===== config.mk =====
export PLATFORM = sky130hd
export DESIGN_NAME = pipe_hazard_ctrl
export DESIGN_NICKNAME = d
export VERILOG_FILES = /design/src/rtl/pipe_hazard_ctrl.sv
export SDC_FILE = /design/constraint.sdc
export NUM_CORES = 1
export LEC_CHECK = 0
export ABC_AREA = 1
export CAP_MARGIN = 20
export CORE_UTILIZATION = 37
export DETAILED_ROUTE_END_ITERATION = 10
export GPL_ROUTABILITY_DRIVEN = 0
export HOLD_SLACK_MARGIN = 0.12
export PLACE_DENSITY = 0.84
export SKIP_CTS_REPAIR_TIMING = 1
export SYNTH_ARGS = -nofsm -noshare
export SYNTH_HDL_FRONTEND = slang
export SYNTH_SLANG_ARGS = --single-unit

===== constraint.sdc =====
create_clock -name clk -period 1 [get_ports clk]
set_input_delay 0.1 -clock clk [delete_from_list [all_inputs] [get_ports clk]]
set_output_delay 0.1 -clock clk [all_outputs]
set_load 0.05 [all_outputs]

===== src/rtl/pipe_hazard_ctrl.sv =====
// Stall/sequence controller for the five-stage pipeline.
// Combines register-dependency stalls (Tuse vs Tnew) with a small busy
// sequencer for the multi-cycle multiply/divide unit. A flush request
// overrides every stall. An MDU operation that has already started always
// runs to completion.
module pipe_hazard_ctrl #(
  parameter int MULT_CYCLES = 5,
  parameter int DIV_CYCLES  = 10,
  parameter int CNT_W       = 4
) (
  input  logic             clk,
  input  logic             reset,
  input  logic [4:0]       D_rs,
  input  logic [4:0]       D_rt,
  input  logic             D_use_rs,
  input  logic             D_use_rt,
  input  logic [1:0]       D_Tuse_rs,
  input  logic [1:0]       D_Tuse_rt,
  input  logic             D_md,
  input  logic [4:0]       E_A3,
  input  logic [1:0]       E_Tnew,
  input  logic [4:0]       M_A3,
  input  logic [1:0]       M_Tnew,
  input  logic             E_start,
  input  logic             E_is_div,
  input  logic             Req,
  output logic             stall,
  output logic             md_busy,
  output logic [CNT_W-1:0] md_cnt,
  output logic             md_done
);

  localparam logic [0:0] ST_IDLE = 1'b0;
  localparam logic [0:0] ST_BUSY = 1'b1;

  localparam logic [CNT_W-1:0] CNT_MULT = CNT_W'(MULT_CYCLES);
  localparam logic [CNT_W-1:0] CNT_DIV  = CNT_W'(DIV_CYCLES);
  localparam logic [CNT_W-1:0] CNT_ONE  = CNT_W'(1);

  logic [0:0] state;
  logic       stall_rs;
  logic       stall_rt;
  logic       stall_md;

  // Operand hazards: a producer still further from ready than the consumer's
  // deadline forces a stall. $0 is never a real dependency.
  always_comb begin
    stall_rs = D_use_rs && (D_rs != 5'd0) &&
               (((E_A3 == D_rs) && (E_Tnew > D_Tuse_rs)) ||
                ((M_A3 == D_rs) && (M_Tnew > D_Tuse_rs)));
    stall_rt = D_use_rt && (D_rt != 5'd0) &&
               (((E_A3 == D_rt) && (E_Tnew > D_Tuse_rt)) ||
                ((M_A3 == D_rt) && (M_Tnew > D_Tuse_rt)));
    stall_md = D_md && (md_busy || E_start);
    stall    = (stall_rs || stall_rt || stall_md) && !Req;
  end

  // MDU status decoded from the sequencer; done marks the final busy cycle.
  always_comb begin
    md_busy = (state == ST_BUSY);
    md_done = md_busy && (md_cnt == CNT_ONE);
  end

  // MDU busy sequencer: load the latency on a non-flushed start, count down
  // to idle. Starts arriving while busy are ignored and never reload.
  always_ff @(posedge clk or posedge reset) begin
    if (reset) begin
      state  <= ST_IDLE;
      md_cnt <= '0;
    end else begin
      case (state)
        ST_IDLE: begin
          if (E_start && !Req) begin
            state  <= ST_BUSY;
            md_cnt <= E_is_div ? CNT_DIV : CNT_MULT;
          end
        end
        ST_BUSY: begin
          if (md_cnt == CNT_ONE) begin
            state  <= ST_IDLE;
            md_cnt <= '0;
          end else begin
            md_cnt <= md_cnt - CNT_ONE;
          end
        end
        default: begin
          state  <= ST_IDLE;
          md_cnt <= '0;
        end
      endcase
    end
  end

endmodule


# Word-level counts from Yosys, hierarchy flattened
# Index checks and enable logic that the tools add are counted.
[totals]
register_bits = 5
out_inout_bits = 7
word_cells = 41
[classes]
n_mux = 7
n_bitwise = 1
order_cmp = 4
eq_ne = 6
add_sub_neg = 1
reduce_logical = 20
[ops]
columns = ["op", "count"]
rows = [
  ["5-bit equality test", 4],
  ["1-bit logical AND", 12],
  ["4-bit 2-to-1 mux", 3],
  ["5-bit nonzero test", 2],
  ["2-bit > comparator", 4],
  ["4-bit case mux with 2 select lines", 1],
  ["1-bit logical OR", 5],
  ["4-bit by 1-bit equality test with 1-bit output, second input constant", 1],
  ["4-bit by 1-bit subtractor with 4-bit output, second input constant", 1],
  ["1-bit 2-to-1 mux", 2],
  ["2-bit != test, second input constant", 1],
  ["1-bit case mux with 2 select lines", 1],
  ["1-bit logical NOT", 1],
  ["1-bit NOT", 1],
]

# Depth between registers and ports, before layout
[logic_depth]
word_depth = 7
mapped_depth = 12
ltp_nobuf = 12

# Worst setup path after synthesis
# No wires, ideal clock.
[synth_timing]
kind = "register to register"
from = "register md_cnt[1]"
to = "register state, in the netlist md_busy"
path_stages_with_launch = 6
required_ns = 0.842
setup_time_ns = 0.158
period_less_slack_ns = 1.836
slack_ns = -0.836
t_arrival_ns = 1.678
cell_sequence = "dfrtp_1 -> inv_1 -> ha_1 -> nand2_1 -> nor2_1 -> nor2_1"
[synth_between]
elab_chain_len = 3
[synth_lines]
columns = ["element", "line", "rtl"]
rows = [
  ["from (decl)", "29", "output logic [CNT_W-1:0] md_cnt,"],
  ["from (signal assigned)", "75", "md_cnt <= E_is_div ? CNT_DIV : CNT_MULT;"],
  ["from (signal assigned)", "83", "md_cnt <= md_cnt - CNT_ONE;"],
  ["4-bit by 1-bit equality test with 1-bit output", "79", "if (md_cnt == CNT_ONE) begin"],
  ["1-bit 2-to-1 mux", "79", ""],
  ["1-bit case mux with 2 select lines", "71", "case (state)"],
  ["to (signal assigned)", "74", "state <= ST_BUSY;"],
  ["to (signal assigned)", "80", "state <= ST_IDLE;"],
  ["to (signal assigned)", "87", "state <= ST_IDLE;"],
  ["to (decl)", "40", "logic [0:0] state;"],
]
# No other way between the ends.
# A chain may end at the register's enable or synchronous reset.

# Worst setup path after layout
[layout_timing]
from = "register md_cnt[1]"
to = "output port md_done"
[layout_between]
elab_chain_len = 2
[layout_lines]
columns = ["element", "line", "rtl"]
rows = [
  ["4-bit by 1-bit equality test with 1-bit output", "61", "md_done = md_busy && (md_cnt == CNT_ONE);"],
  ["1-bit logical AND", "61", ""],
  ["to (decl)", "30", "output logic md_done"],
]
# No other way between the ends.

==> out/metrics.cfg <==
[logic_synthesis]
synth-edff-count = 0
synth_flop_cell = dfrtp_1
postSynth.asyncResetShare_pct = 100
postSynthNetCount = 212
synth-warning-count = 0
post_synthesis_sequential_area_ratio_pct = 14.1
post_synth_top_area_share_pct = 23.7
ys_seq_elements = 5
synth.top_cells.by_area = nand2_1 24%, dfrtp_1 14%, ha_1 14%
mean_instance_size_in_the_synthesized_netlist_um2 = 5.35
post_synth_most_frequent_cells = 56 x nand2_1, 32 x inv_1, 19 x nor2_1
netlist-cell-type-count = 17
synth_cells = 166
synth_area_um2 = 888
synth.most_common_cell = nand2_1
synth.largest_area_cell = nand2_1

[worst_setup_path]
worst_ep_required_time_ps = 900
worst_ep_arrival_time_ps = 1270
timing.setup.critical_path_class = flip-flop to output port
crit_path_launch_type = flip-flop
timing.critical_path.to_type = output port
critical_path.max_fanout = 3

[sta]
worst-slew-pin-transition_ps = 244
worst_slew_margin_relative_to_its_limit_pct = 83.7
worst_clock_skew_ps = 3.98
timing.final.ws_setup_ps = -366
post-route-period-util_pct = 137
final_period_minus_worst_setup_slack_ps = 1370
timing.fmax_mhz = 732
final-max-slew-violation-count = 0
final-hold-violation-count = 0
final.hold.worst_slack_ps = 599
grt_setup_unrepaired = true
setup_viol_count_final = 12

[placed_design]
buffer_ports.inserted = 42
hpwlAfterDp_um = 2430

[pwr]
report.power.total_mw = 3.41
power_leakage_nw = 1.08
cellPowerDensity_mw_per_mm2 = 1820
vdd_drop_max_uv = 2420

[global_routing]
grt_use_met2_pct = 44.3
grt_pass1_vias = 1168
grt_most_used_layer = met2
globalRouteOverflowTotal = 0
number_of_antenna_violations_at_the_first_check_in_global_routing = 0
globalRouteTotalUtil_pct = 23.5
grt_start_max_net_pins = 7
grt_pass1_wl_um = 4670
grt.met3_usage_pct = 3.27
gr-usage-met1_pct = 25.6

[cells_and_area]
flow.area_growth_from_synthesis_pct = 111
proportion_of_layout_cells_with_a_drive_suffix_above_1_pct = 38.5
num_antenna_cells = 0
nets = 273
filler_cell_count = 121

[cts]
clkLatencyLatePin_ps = 270
cts.path.max_buffers = 2
cts.htree.levels = 1
tritoncts.num_buffers = 3
ctsRootBufferMaster = clkbuf_4
clock-sinks = 5
cts.clk_slew.worst_paths_ps = 50
cts_tree = done

[detailed_routing]
drt-pass1-iter-count = 4
drc = 0
antenna_left = 0
viasPerCell = 5.16
drt-initial-drc-count = 55
dr_total_vias = 1310
detail_route.wirelength_um = 3800
routedWlPerCell_um = 15.0

[die]
die_h_um = 51
floorplan.core_area_mm2 = 0.00223
floorplan.die.width_um = 51
design.portCount = 43
fp-row-count = 17
floorplan.initialDensity_pct = 39.8
die_area_mm2 = 0.00260

[run_status]
status = complete, but fails checks
violations_in_the_final_reports = setup timing

[run]
cap_violations = 0

[hold_path]
hold_class = input port to asynchronous set/reset pin

[logic make-up after synthesis]
family | after synthesis | synth area share, %
compound gates | 18 | 10.7
xor+xnor | 5 | 4.93
buf+inv | 41 | 17.3
simple gates | 87 | 38.9
fa+ha+maj | 10 | 14.1
flops | 5 | 14.1
[cell usage in the layout, fill, tap and decap left out]
| cell type | netlist | layout |
|---|---|---|
| ha_4 | 0 | 10 |
| clkbuf_1 | 0 | 1 |
| buf_2 | 0 | 1 |
| a21oi_4 | 0 | 2 |
| buf_12 | 0 | 7 |
| nor2_4 | 0 | 1 |
| dlygate4sd3_1 | 0 | 1 |
| buf_8 | 0 | 1 |
| a21oi_1 | 9 | 3 |
| clkinv_1 | 1 | 1 |
| xnor2_1 | 1 | 1 |
| a21oi_2 | 1 | 5 |
| clkdlybuf4s50_1 | 0 | 7 |
| inv_1 | 32 | 23 |
| a31oi_1 | 1 | 1 |
| nor2_2 | 1 | 5 |
| dlymetal6s2s_1 | 0 | 20 |
| nand3_2 | 0 | 4 |
| o21ai_1 | 1 | 4 |
| o21ai_0 | 6 | 1 |
| clkinvlp_4 | 0 | 1 |
| nand2_2 | 0 | 5 |
| nand3_1 | 9 | 5 |
| clkbuf_4 | 0 | 3 |
| inv_8 | 0 | 2 |
| buf_6 | 0 | 11 |
| o21ai_2 | 0 | 2 |
| nand2_1 | 56 | 51 |
| buf_4 | 0 | 7 |
| dfrtp_2 | 0 | 5 |
| inv_2 | 8 | 10 |
| xor2_1 | 4 | 4 |
| inv_4 | 0 | 4 |
| nor2_1 | 19 | 14 |
| nand4_1 | 2 | 2 |
| clkbuf_2 | 0 | 1 |
[power by group]
part           switching (mW)  internal (mW)
clock                   0.117          0.153
sequential              0.154          0.326
combinational            1.34           1.32
total                    1.61           1.80
[routing by layer]
metal	vias up	wire length (um)	part of all wire, %
li1	621	-	-
met1	601	1370	36
met2	73	2030	53
met3	15	253	6.7
met4	0	149	3.9
met5	-	0	0
[per-stage QoR]
| stage | std cells | instance area (um^2) | utilization (%) | worst slack (ps) | setup TNS, ps |
|---|---|---|---|---|---|
| 3_5_place_dp | 243 | 1580 | 70.6 | -861 | -1800 |
| 2_1_floorplan | 166 | 1000 | - | -309 | -1530 |
| 3_3_place_gp | 243 | 1580 | 70.6 | -810 | -1650 |
| 6_report | 254 | 1880 | 84.0 | -366 | -1820 |
| 5_1_grt | 254 | 1880 | 84.0 | -423 | -2130 |
| 4_1_cts | 247 | 1600 | 71.8 | -869 | -1920 |
[worst max-delay path, stage by stage (launching register included)]
cell and delay [ps]:
dfrtp_2 430, inv_4 80, ha_4 140, nand2_2 60, nor2_4 130, buf_12 150
[final timing paths]
check | from | to | slack, ps | cells past startpoint
max | md_cnt[1] | md_done | -370 | 5
min | reset | md_cnt[3] | 600 | 3
max reg2reg | md_cnt[0] | md_cnt[3] | -260 | 5
min reg2reg | md_busy | md_cnt[0] | 690 | 3
max in group asynchronous | reset | md_cnt[2] | 200 | 3
min in group clk | Req | md_cnt[0] | 650 | 5
[cell type report]
cell class / count / area, um^2 / share of cell area, %
multi-input combinational: 120 / 830 / 44.2
timing repair buffer: 56 / 672 / 35.8
inverter: 41 / 183 / 9.73
sequential: 5 / 131 / 7.00
tap: 28 / 35.0 / 1.87
clock buffer: 4 / 26.3 / 1.40
[registers in the layout (all words and copies together) (netlist names)]
name,cells
md_busy,1
md_cnt,4
Power figures use the tool's default switching activity.
